$ cat config.mk
export PLATFORM = sky130hd
export DESIGN_NAME = uart_frame_rx
export DESIGN_NICKNAME = d
export VERILOG_FILES = /design/src/rtl/uart_pkg.sv /design/src/rtl/uart_byte_rx.sv /design/src/rtl/uart_frame_rx.sv
export SDC_FILE = /design/constraint.sdc
export NUM_CORES = 1
export LEC_CHECK = 0
export BUFFER_PORTS_ARGS = -buffer_cell sky130_fd_sc_hd__buf_2
export CELL_PAD_IN_SITES_DETAIL_PLACEMENT = 0
export CELL_PAD_IN_SITES_GLOBAL_PLACEMENT = 1
export CORE_ASPECT_RATIO = 0.9
export CORE_MARGIN = 2
export CORE_UTILIZATION = 47
export DETAILED_ROUTE_END_ITERATION = 8
export PLACE_DENSITY_LB_ADDON = 0.1
export SETUP_SLACK_MARGIN = 0.5
export SLEW_MARGIN = 15
export SYNTH_ARGS = -nofsm -noshare
export SYNTH_HDL_FRONTEND = slang
export SYNTH_HIERARCHICAL = 1
export SYNTH_SLANG_ARGS = --single-unit
$ cat constraint.sdc
create_clock -name CLK -period 3.1 [get_ports CLK]
set_input_delay 0.62 -clock CLK [delete_from_list [all_inputs] [get_ports CLK]]
set_output_delay 0.62 -clock CLK [all_outputs]
set_load 0.005 [all_outputs]
$ cat src/rtl/uart_pkg.sv
// Shared constants, state types and CRC helper for the framed UART receiver.
package uart_pkg;

   localparam logic [7:0]  SYNC_BYTE = 8'hFE;
   localparam logic [31:0] CRC_POLY  = 32'h04C1_1DB7;
   localparam logic [31:0] CRC_INIT  = 32'hFFFF_FFFF;
   localparam int          CRC_BYTES = 4;

   typedef enum logic [2:0] {
      ST_HUNT,
      ST_OPT,
      ST_LEN,
      ST_DATA,
      ST_CSM,
      ST_CHECK
   } rx_state_e;

   typedef enum logic [1:0] {
      BS_IDLE,
      BS_START,
      BS_DATA,
      BS_STOP
   } bit_state_e;

   // One bit of a non-reflected MSB-first CRC-32 shift register.
   function automatic logic [31:0] crc32_step(input logic [31:0] crc, input logic din);
      logic fb;
      fb = crc[31] ^ din;
      return {crc[30:0], 1'b0} ^ (fb ? CRC_POLY : 32'h0);
   endfunction

endpackage

$ cat src/rtl/uart_byte_rx.sv
// Serial byte receiver: input synchronizer, start-bit qualification, LSB-first shift and stop check.
// With UART_RX_TIMEOUT_EN defined, an extra start_o pulse marks every qualified falling edge.
module uart_byte_rx
   import uart_pkg::*;
#(
   parameter int BYTE_SIZE    = 8,
   parameter int CLKS_PER_BIT = 16
) (
   input  logic                 clk_i,
   input  logic                 rst_ni,
   input  logic                 rx_i,
`ifdef UART_RX_TIMEOUT_EN
   output logic                 start_o,
`endif
   output logic                 byte_valid_o,
   output logic [BYTE_SIZE-1:0] byte_o,
   output logic                 stop_err_o
);

   localparam int CNT_W = $clog2(CLKS_PER_BIT);
   localparam int IDX_W = $clog2(BYTE_SIZE + 1);
   localparam logic [CNT_W-1:0] HALF_LAST = CNT_W'(CLKS_PER_BIT / 2 - 1);
   localparam logic [CNT_W-1:0] FULL_LAST = CNT_W'(CLKS_PER_BIT - 1);
   localparam logic [IDX_W-1:0] IDX_LAST  = IDX_W'(BYTE_SIZE - 1);

   logic                 sync1_q, sync2_q, prev_q;
   bit_state_e           state_q, state_d;
   logic [CNT_W-1:0]     cnt_q, cnt_d;
   logic [IDX_W-1:0]     idx_q, idx_d;
   logic [BYTE_SIZE-1:0] shift_q, shift_d;
   logic                 start_det;

   // Flops reset to the idle-high line level so reset release never looks like a start bit.
   always_ff @(posedge clk_i or negedge rst_ni) begin
      if (!rst_ni) begin
         sync1_q <= 1'b1;
         sync2_q <= 1'b1;
         prev_q  <= 1'b1;
      end else begin
         sync1_q <= rx_i;
         sync2_q <= sync1_q;
         prev_q  <= sync2_q;
      end
   end

   assign start_det = (state_q == BS_IDLE) && prev_q && !sync2_q;

`ifdef UART_RX_TIMEOUT_EN
   assign start_o = start_det;
`endif

   always_comb begin
      state_d      = state_q;
      cnt_d        = cnt_q + CNT_W'(1);
      idx_d        = idx_q;
      shift_d      = shift_q;
      byte_valid_o = 1'b0;
      stop_err_o   = 1'b0;
      unique case (state_q)
         BS_IDLE: begin
            cnt_d = '0;
            if (start_det) begin
               state_d = BS_START;
            end
         end
         BS_START: begin
            if (cnt_q == HALF_LAST) begin
               cnt_d   = '0;
               idx_d   = '0;
               state_d = sync2_q ? BS_IDLE : BS_DATA;
            end
         end
         BS_DATA: begin
            if (cnt_q == FULL_LAST) begin
               cnt_d   = '0;
               shift_d = {sync2_q, shift_q[BYTE_SIZE-1:1]};
               idx_d   = idx_q + IDX_W'(1);
               if (idx_q == IDX_LAST) begin
                  state_d = BS_STOP;
               end
            end
         end
         BS_STOP: begin
            if (cnt_q == FULL_LAST) begin
               cnt_d        = '0;
               state_d      = BS_IDLE;
               byte_valid_o = sync2_q;
               stop_err_o   = !sync2_q;
            end
         end
         default: begin
            state_d = BS_IDLE;
            cnt_d   = '0;
         end
      endcase
   end

   always_ff @(posedge clk_i or negedge rst_ni) begin
      if (!rst_ni) begin
         state_q <= BS_IDLE;
         cnt_q   <= '0;
         idx_q   <= '0;
         shift_q <= '0;
      end else begin
         state_q <= state_d;
         cnt_q   <= cnt_d;
         idx_q   <= idx_d;
         shift_q <= shift_d;
      end
   end

   assign byte_o = shift_q;

endmodule

$ cat src/rtl/uart_frame_rx.sv
// Framed UART receiver: sync/opt/len/data/CRC-32 parser with a held output register.
// Defining UART_RX_TIMEOUT_EN adds an inter-byte timeout that aborts a stalled frame.
module uart_frame_rx
   import uart_pkg::*;
#(
   parameter int FULL_DATA_SIZE = 40,
   parameter int BYTE_SIZE      = 8,
   parameter int CLKS_PER_BIT   = 16,
   parameter int TIMEOUT_BITS   = 32
) (
   input  logic                      CLK,
   input  logic                      RST,
   input  logic                      in_bit,
   output logic [FULL_DATA_SIZE-1:0] full_data,
   output logic                      out_valid,
   input  logic                      out_ready,
   output logic                      crc_err,
   output logic                      fmt_err,
   output logic                      ovr_err
);

   localparam int USEFUL  = FULL_DATA_SIZE - 2 * BYTE_SIZE;
   localparam int MAX_LEN = USEFUL / BYTE_SIZE;
   localparam int CRC_W   = 32;
   localparam logic [BYTE_SIZE-1:0] MAX_LEN_B  = BYTE_SIZE'(MAX_LEN);
   localparam logic [BYTE_SIZE-1:0] CRC_LAST_B = BYTE_SIZE'(CRC_BYTES - 1);

   if (CLKS_PER_BIT < 4 || TIMEOUT_BITS < 1) begin : g_cfg_check
      $error("uart_frame_rx: CLKS_PER_BIT must be at least 4 and TIMEOUT_BITS at least 1");
   end

   logic                      byte_valid;
   logic                      stop_err;
   logic [BYTE_SIZE-1:0]      rx_byte;
   logic                      tmo_hit;

   rx_state_e                 state_q, state_d;
   logic [BYTE_SIZE-1:0]      opt_q, opt_d;
   logic [BYTE_SIZE-1:0]      len_q, len_d;
   logic [BYTE_SIZE-1:0]      bcnt_q, bcnt_d;
   logic [USEFUL-1:0]         data_q, data_d;
   logic [CRC_W-1:0]          crc_q, crc_d, crc_byte;
   logic [CRC_W-1:0]          crc_rx_q, crc_rx_d;
   logic [FULL_DATA_SIZE-1:0] full_data_q, full_data_d;
   logic                      out_valid_q, out_valid_d;
   logic                      crc_err_q, crc_err_d;
   logic                      fmt_err_q, fmt_err_d;
   logic                      ovr_err_q, ovr_err_d;

`ifdef UART_RX_TIMEOUT_EN
   localparam int TMO_CYCLES = TIMEOUT_BITS * CLKS_PER_BIT;
   localparam int TMO_W      = $clog2(TMO_CYCLES + 1);

   logic             rx_start;
   logic [TMO_W-1:0] tmo_q, tmo_d;

   uart_byte_rx #(
      .BYTE_SIZE    (BYTE_SIZE),
      .CLKS_PER_BIT (CLKS_PER_BIT)
   ) u_byte_rx (
      .clk_i        (CLK),
      .rst_ni       (RST),
      .rx_i         (in_bit),
      .start_o      (rx_start),
      .byte_valid_o (byte_valid),
      .byte_o       (rx_byte),
      .stop_err_o   (stop_err)
   );

   // Idle time is measured from the last start bit; hunting for sync never times out.
   always_comb begin
      tmo_d = tmo_q + TMO_W'(1);
      if (state_q == ST_HUNT || rx_start) begin
         tmo_d = '0;
      end
   end

   assign tmo_hit = (state_q != ST_HUNT) && (tmo_q == TMO_W'(TMO_CYCLES - 1));

   always_ff @(posedge CLK or negedge RST) begin
      if (!RST) begin
         tmo_q <= '0;
      end else begin
         tmo_q <= tmo_d;
      end
   end
`else
   uart_byte_rx #(
      .BYTE_SIZE    (BYTE_SIZE),
      .CLKS_PER_BIT (CLKS_PER_BIT)
   ) u_byte_rx (
      .clk_i        (CLK),
      .rst_ni       (RST),
      .rx_i         (in_bit),
      .byte_valid_o (byte_valid),
      .byte_o       (rx_byte),
      .stop_err_o   (stop_err)
   );

   assign tmo_hit = 1'b0;
`endif

   // Bits enter the CRC in line order, i.e. LSB of each byte first.
   always_comb begin
      crc_byte = crc_q;
      for (int b = 0; b < BYTE_SIZE; b++) begin
         crc_byte = crc32_step(crc_byte, rx_byte[b]);
      end
   end

   always_comb begin
      state_d     = state_q;
      opt_d       = opt_q;
      len_d       = len_q;
      bcnt_d      = bcnt_q;
      data_d      = data_q;
      crc_d       = crc_q;
      crc_rx_d    = crc_rx_q;
      full_data_d = full_data_q;
      out_valid_d = out_valid_q && !out_ready;
      crc_err_d   = 1'b0;
      fmt_err_d   = 1'b0;
      ovr_err_d   = 1'b0;
      if (stop_err || tmo_hit) begin
         fmt_err_d = 1'b1;
         state_d   = ST_HUNT;
      end else begin
         unique case (state_q)
            ST_HUNT: begin
               if (byte_valid && rx_byte == SYNC_BYTE) begin
                  state_d = ST_OPT;
                  crc_d   = CRC_INIT;
                  data_d  = '0;
               end
            end
            ST_OPT: begin
               if (byte_valid) begin
                  opt_d   = rx_byte;
                  crc_d   = crc_byte;
                  state_d = ST_LEN;
               end
            end
            ST_LEN: begin
               if (byte_valid) begin
                  len_d  = rx_byte;
                  crc_d  = crc_byte;
                  bcnt_d = '0;
                  if (rx_byte == '0 || rx_byte > MAX_LEN_B) begin
                     fmt_err_d = 1'b1;
                     state_d   = ST_HUNT;
                  end else begin
                     state_d = ST_DATA;
                  end
               end
            end
            ST_DATA: begin
               if (byte_valid) begin
                  crc_d = crc_byte;
                  for (int i = 0; i < MAX_LEN; i++) begin
                     if (bcnt_q == BYTE_SIZE'(i)) begin
                        data_d[USEFUL-1-BYTE_SIZE*i -: BYTE_SIZE] = rx_byte;
                     end
                  end
                  if (bcnt_q == len_q - BYTE_SIZE'(1)) begin
                     bcnt_d  = '0;
                     state_d = ST_CSM;
                  end else begin
                     bcnt_d = bcnt_q + BYTE_SIZE'(1);
                  end
               end
            end
            ST_CSM: begin
               if (byte_valid) begin
                  crc_rx_d = {crc_rx_q[CRC_W-BYTE_SIZE-1:0], rx_byte};
                  if (bcnt_q == CRC_LAST_B) begin
                     bcnt_d  = '0;
                     state_d = ST_CHECK;
                  end else begin
                     bcnt_d = bcnt_q + BYTE_SIZE'(1);
                  end
               end
            end
            ST_CHECK: begin
               state_d = ST_HUNT;
               if (crc_rx_q != crc_q) begin
                  crc_err_d = 1'b1;
               end else if (!out_valid_q || out_ready) begin
                  full_data_d = {opt_q, len_q, data_q};
                  out_valid_d = 1'b1;
               end else begin
                  ovr_err_d = 1'b1;
               end
            end
            default: begin
               state_d = ST_HUNT;
            end
         endcase
      end
   end

   always_ff @(posedge CLK or negedge RST) begin
      if (!RST) begin
         state_q     <= ST_HUNT;
         opt_q       <= '0;
         len_q       <= '0;
         bcnt_q      <= '0;
         data_q      <= '0;
         crc_q       <= '0;
         crc_rx_q    <= '0;
         full_data_q <= '0;
         out_valid_q <= 1'b0;
         crc_err_q   <= 1'b0;
         fmt_err_q   <= 1'b0;
         ovr_err_q   <= 1'b0;
      end else begin
         state_q     <= state_d;
         opt_q       <= opt_d;
         len_q       <= len_d;
         bcnt_q      <= bcnt_d;
         data_q      <= data_d;
         crc_q       <= crc_d;
         crc_rx_q    <= crc_rx_d;
         full_data_q <= full_data_d;
         out_valid_q <= out_valid_d;
         crc_err_q   <= crc_err_d;
         fmt_err_q   <= fmt_err_d;
         ovr_err_q   <= ovr_err_d;
      end
   end

   assign full_data = full_data_q;
   assign out_valid = out_valid_q;
   assign crc_err   = crc_err_q;
   assign fmt_err   = fmt_err_q;
   assign ovr_err   = ovr_err_q;

endmodule

* Word-level counts from Yosys, hierarchy flattened
Index checks and enable logic that the tools add are counted.
** Word-level totals
- Bits in registers :: 180
- Latch bits :: 0
- Bits in writable memories :: 0
- ROM bits :: 0
- Output and inout bits :: 44
- Word-level logic and storage cells :: 178
- Memories :: 0
** Operators by class
- Add/subtract/negate cells :: 4
- Multipliers :: 0
- Div/mod/pow operators :: 0
- $lt $le $gt $ge :: 1
- Equality and inequality tests :: 37
- Shifts and indexed selects :: 0
- Multiplexer cells :: 65
- Bitwise logic cells :: 18
- Reduce and logical (&&, ||, !) cells :: 32
** Operator list (number)
- $xor A32 B27 Y32 :: 8
- $mux W27 :: 8
- $mux W32 :: 2
- $mux W8 :: 8
- $pmux W32 S2 :: 1
- $mux W24 :: 2
- $pmux W24 S2 :: 1
- $ne A32 B32 Y1 :: 1
- $reduce_and A5 Y1 :: 5
- $mux W3 :: 8
- $pmux W8 S3 :: 1
- $ne A3 B3 Y1 const B :: 7
- $mux W1 :: 19
- $eq A8 B2 Y1 const B :: 2
- $logic_not A8 Y1 :: 2
- $mux W4 :: 4
- $pmux W3 S5 :: 1
- $mux W2 :: 7
- $ne A2 B2 Y1 const B :: 7
- $ne A2 B1 Y1 const B :: 6
- $pmux W4 S3 :: 1
- $reduce_and A3 Y1 :: 4
- $add A4 B1 Y4 const B :: 2
- $add A8 B1 Y8 const B :: 1
- 28 further kinds :: 49

* Logic depth before layout (Yosys ltp)
- Depth in word-level cells :: 26
- Depth in mapped cells :: 12

* Modules after synthesis
The synthesis kept the hierarchy.
** Modules (own cells, without submodules)
- uart_frame_rx :: instances 1, cells an instance 622, area each 7641.1 µm²
- uart_byte_rx :: instances 1, cells an instance 83, area each 1027.2 µm²

* Least setup slack after synthesis
No wires, ideal clock.
- Path kind :: register to register
- Start point :: register u_byte_rx.cnt_q[0]
- End point :: register data_q[16]
- Arrival time :: 2442 ps
- Path slack :: 533 ps
- Stages on the path, launching flop included :: 11
- Path buffers :: 2
- Cell sequence :: dfrtp_1 > ha_1 > buf_6 > and4_4 > and3_1 > clkbuf_1 > nand4_1 > o31ai_1 > nand2b_1 > a21oi_2 > mux2_2
** Between the ends
- Longest elaborated chain between the ends :: 6
- Elaborated cells on any way between the ends :: 10
- Classes of those cells :: 3 x eq/ne; 4 x mux; 1 x bitwise; 2 x reduce/logical
** RTL lines
- start: declaration :: RTL line uart_byte_rx.sv:28 : logic [CNT_W-1:0] cnt_q, cnt_d;
- start signal: assignment :: RTL line uart_byte_rx.sv:106 : cnt_q <= cnt_d;
- $eq A4 B4 Y1 * :: RTL line uart_byte_rx.sv:84 : if (cnt_q == FULL_LAST) begin
- $mux W1 * :: RTL line uart_byte_rx.sv:84
- $mux W1 * :: RTL line uart_byte_rx.sv:59 : unique case (state_q)
- net byte_valid :: RTL line uart_frame_rx.sv:32 : logic byte_valid;
- $logic_and A1 B1 Y1 :: RTL line uart_frame_rx.sv:130 : if (byte_valid && rx_byte == SYNC_BYTE) begin
- $ne A2 B2 Y1 (no line)
- $reduce_and A5 Y1 (no line) *
- end signal: assignment :: RTL line uart_frame_rx.sv:220 : data_q <= data_d;
- end: declaration :: RTL line uart_frame_rx.sv:41 : logic [USEFUL-1:0] data_q, data_d;
Mark *: on every way through the listed nets, which the timed path passes. The rest lies on a longest branch.
A chain may end at the register's enable or synchronous reset.

* Worst setup path in the final report
- Start point :: register u_byte_rx.cnt_q[1]
- End point :: register data_q[16]
Same word-level chain as after synthesis.

==> impl_metrics.csv <==
group,metric,value,unit
routing,viasPerCell,5.38,
setup_path,startpoint,"u_byte_rx/cnt_q[1]$_DFF_PN0_",
placement,gp_congestion,0.849,
cts,clockBufferDepth,2,
logic_synthesis,synth_top_area_frac,0.511,
logic_synthesis,synthCells,705,
logic_synthesis,async_flop_share,1.00,
routing,drt_iter0_markers,283,
layout,fin_nets,786,
sta,slew_headroom,0.480,
sta,final-setup-viol-count,0,
die,fp.dieH,133,um
cts,holdBufCountCts,0,
setup_path,r2r-end,"data_q[16]$_DFFE_PN0P_",
status,status,"completed",
setup_path,path_class,"register to register",
sta,period_share,0.799,
sta,rsz0062_at_grt,"false",
placement,dpl_cell_area,9310,um^2
setup_path,r2r_start,"u_byte_rx/cnt_q[1]$_DFF_PN0_",
logic_synthesis,ys_ff_latch,180,
min_path,hold_path_class,"input port to async pin",
layout,antenna_cells,0,
logic_synthesis,yosysTopAreaCell,"dfrtp_1",
layout,layout-drive-gt1-share,0.278,
setup_path,reg2reg_depth,8,
cts,root_buffer,"clkbuf_16",
placement,portBuffers,47,
setup_path,cp-endpoint,"data_q[16]$_DFFE_PN0P_",
power_and_ir_drop,pwr_density_cell,494,nW/um^2
logic_synthesis,ys_top_cells_by_area,"dfrtp_1 51%, mux2_2 8.7%, mux2_1 5.8%, xor2_1 5.8%, xnor2_1 4.1%",
placement,hpwl,13.4,mm
routing,vias,5553,
sta,finalCriticalPeriod,2480,ps
layout,nFillCells,1549,
grt,grt.total_usage,0.209,
sta,fin_tns_setup,0,ps
logic_synthesis,yosys_most_used_dff,"dfrtp_1",
die,die_w,147,um
logic_synthesis,avgSynthCellArea,12.3,um^2
power_and_ir_drop,ir_worst_vdd,0.000345,V
sta,hold_viol,0,
logic_synthesis,synth_cell_types,61,
layout,area_growth,15.3,%
cts,h-tree-depth,4,
logic_synthesis,seq_area_frac_synth,0.520,
die,coreArea,18200,um^2
setup_path,ff2ff_setup_slack,620,ps
die,die_area,19500,um^2
cts,cts_tree,"yes",
power_and_ir_drop,p_leak,0.00509,uW
routing,drc,0,
logic_synthesis,synth_nets,716,
grt,grt_max_degree,67,
cts,clk_latency,440,ps
logic_synthesis,yosys_warnings,6,
grt,first_global_vias,5679,
setup_path,worstPathMaxFanout,8,
setup_path,start_kind,"register",
logic_synthesis,synth_edf_count,0,
routing,routedWlPerCell,18.6,um
grt,grt_antenna_before_repair,0,
layout,postLayoutCellArea,9990,um^2
sta,max_freq,404,MHz
routing,ant_nets,0,
cts,cts.sink_count,180,
cts,clk_pin_slew,80,ps
routing,routed_wl,19.2,mm
sta,tightest_slew,775,ps
die,rows,47,
sta,finalMaxSlewViolations,0,
layout,final_util,0.548,
logic_synthesis,syn_area,8670,um^2
job,max_cap_viol_count,0,
sta,finClkSkew,13.3,ps
grt,grt_overflow_total,0,
die,ios,48,
setup_path,arrival,2810,ps
cts,numCtsBuffers,17,
setup_path,end_kind,"register",
setup_path,worstPathRequired,3430,ps
die,start_util,0.475,
grt,grt_pass1_wl,31.5,mm
routing,drt-pass1-iter-count,4,
## critical path, stage by stage (launching register included)
cell      delay (ps)
dfrtp_1          400
ha_4             190
and4_4           250
and3_1           210
nand4_1          170
o31ai_2          310
nand2b_2         160
a21oi_4          290
mux2_2           370
## repair_timing
item	in CTS	in global routing
gates resized for setup	6	5
buffers inserted	0	4
pin swaps	0	3
endpoints found under the setup margin	24	38
hold endpoints to repair	0	0
## how the worst min path moves through the flow
stage | from | to | cells after the start
floorplan | RST | bcnt_q[0]$_DFFE_PN0P_ | 0
global placement | u_byte_rx/sync1_q$_DFF_PN1_ | u_byte_rx/sync2_q$_DFF_PN1_ | 0
detailed placement | u_byte_rx/sync1_q$_DFF_PN1_ | u_byte_rx/sync2_q$_DFF_PN1_ | 0
CTS | RST | crc_rx_q[25]$_DFFE_PN0P_ | 1
global route | RST | crc_rx_q[14]$_DFFE_PN0P_ | 1
finish | RST | crc_q[23]$_DFFE_PN0P_ | 1
## power breakdown
group | switching [uW] | total, uW | internal, uW
sequential | 72.4 | 2460 | 2390
clock | 1080 | 2180 | 1100
combinational | 158 | 291 | 133
total | 1310 | 4930 | 3620
## synthesized netlist by cell type, types with 8 or more instances
| cell type | instances |
|---|---|
| nor4_1 | 11 |
| dfrtp_1 | 177 |
| o21ai_0 | 14 |
| nor2_1 | 63 |
| mux2_4 | 8 |
| nand2_1 | 13 |
| xnor2_1 | 41 |
| mux2_1 | 45 |
| inv_1 | 8 |
| clkbuf_1 | 15 |
| nand2b_1 | 8 |
| and3_1 | 11 |
| xnor2_2 | 10 |
| and2_1 | 8 |
| xor2_1 | 57 |
| nor3_1 | 10 |
| a21oi_1 | 42 |
| mux2_2 | 67 |
## logic make-up (layout without fill, tap and decap cells)
kind of cell             count (synthesis)  after routing  synth area share
multiplexers                           122            122             0.162
AO/OA/AOI/OAI                           84             84            0.0572
flip-flops                             180            180             0.520
AND/OR/NAND/NOR                        164            164             0.100
XOR/XNOR                               113            113             0.131
buffers and inverters                   35            118            0.0204
adder cells (fa/ha/maj)                  7              7            0.0101
## registers in the layout, indices dropped and copies added, names as in the netlist, 3 cells and up, named ones only
signal and count:
bcnt_q 8, crc_q 32, crc_rx_q 32, data_q 24, full_data 40, len_q 8
opt_q 8, state_q 3, u_byte_rx/byte_o 8, u_byte_rx/cnt_q 4, u_byte_rx/idx_q 4
## layer usage
layer	GRT usage	vias to the layer above	part of all wire
li1	-	2592	-
met1	0.313	2856	0.50
met2	0.315	87	0.46
met3	0.0403	18	0.032
met4	0.0556	0	0.011
met5	0	-	0
## cell usage in the layout, fill, tap and decap left out, types with 11 or more instances in the layout
cell type | netlist | final
and3_1 | 11 | 11
a21oi_1 | 42 | 42
nor2_1 | 63 | 63
buf_2 | 2 | 46
o21ai_0 | 14 | 14
dfrtp_1 | 177 | 175
buf_4 | 1 | 29
mux2_2 | 67 | 67
mux2_1 | 45 | 45
clkbuf_16 | 0 | 17
xor2_1 | 57 | 57
xnor2_1 | 41 | 41
nand2_1 | 13 | 13
## cell type report
cell class / instances / area [um^2] / share of cell area
Clock inverter: 15 / 178 / 0.0178
Tap cell: 245 / 307 / 0.0307
Timing Repair Buffer: 78 / 499 / 0.0500
Clock buffer: 17 / 425 / 0.0426
Inverter: 8 / 30.0 / 0.00300
Multi-Input combinational cell: 490 / 4040 / 0.405
Sequential cell: 180 / 4510 / 0.451
## per-stage QoR
| step | cells | hold WS (ps) | power (uW) | setup WS [ps] |
|---|---|---|---|---|
| 2_1_floorplan | 705 | 324 | 2670 | 533 |
| 5_1_grt | 1033 | 217 | 5140 | 488 |
| 3_3_place_gp | 997 | 347 | 2740 | 373 |
| 4_1_cts | 1029 | 197 | 4960 | 522 |
| 6_report | 1033 | 184 | 4930 | 625 |
| 3_5_place_dp | 997 | 348 | 2760 | 317 |
(Power assumes the default switching activity.)
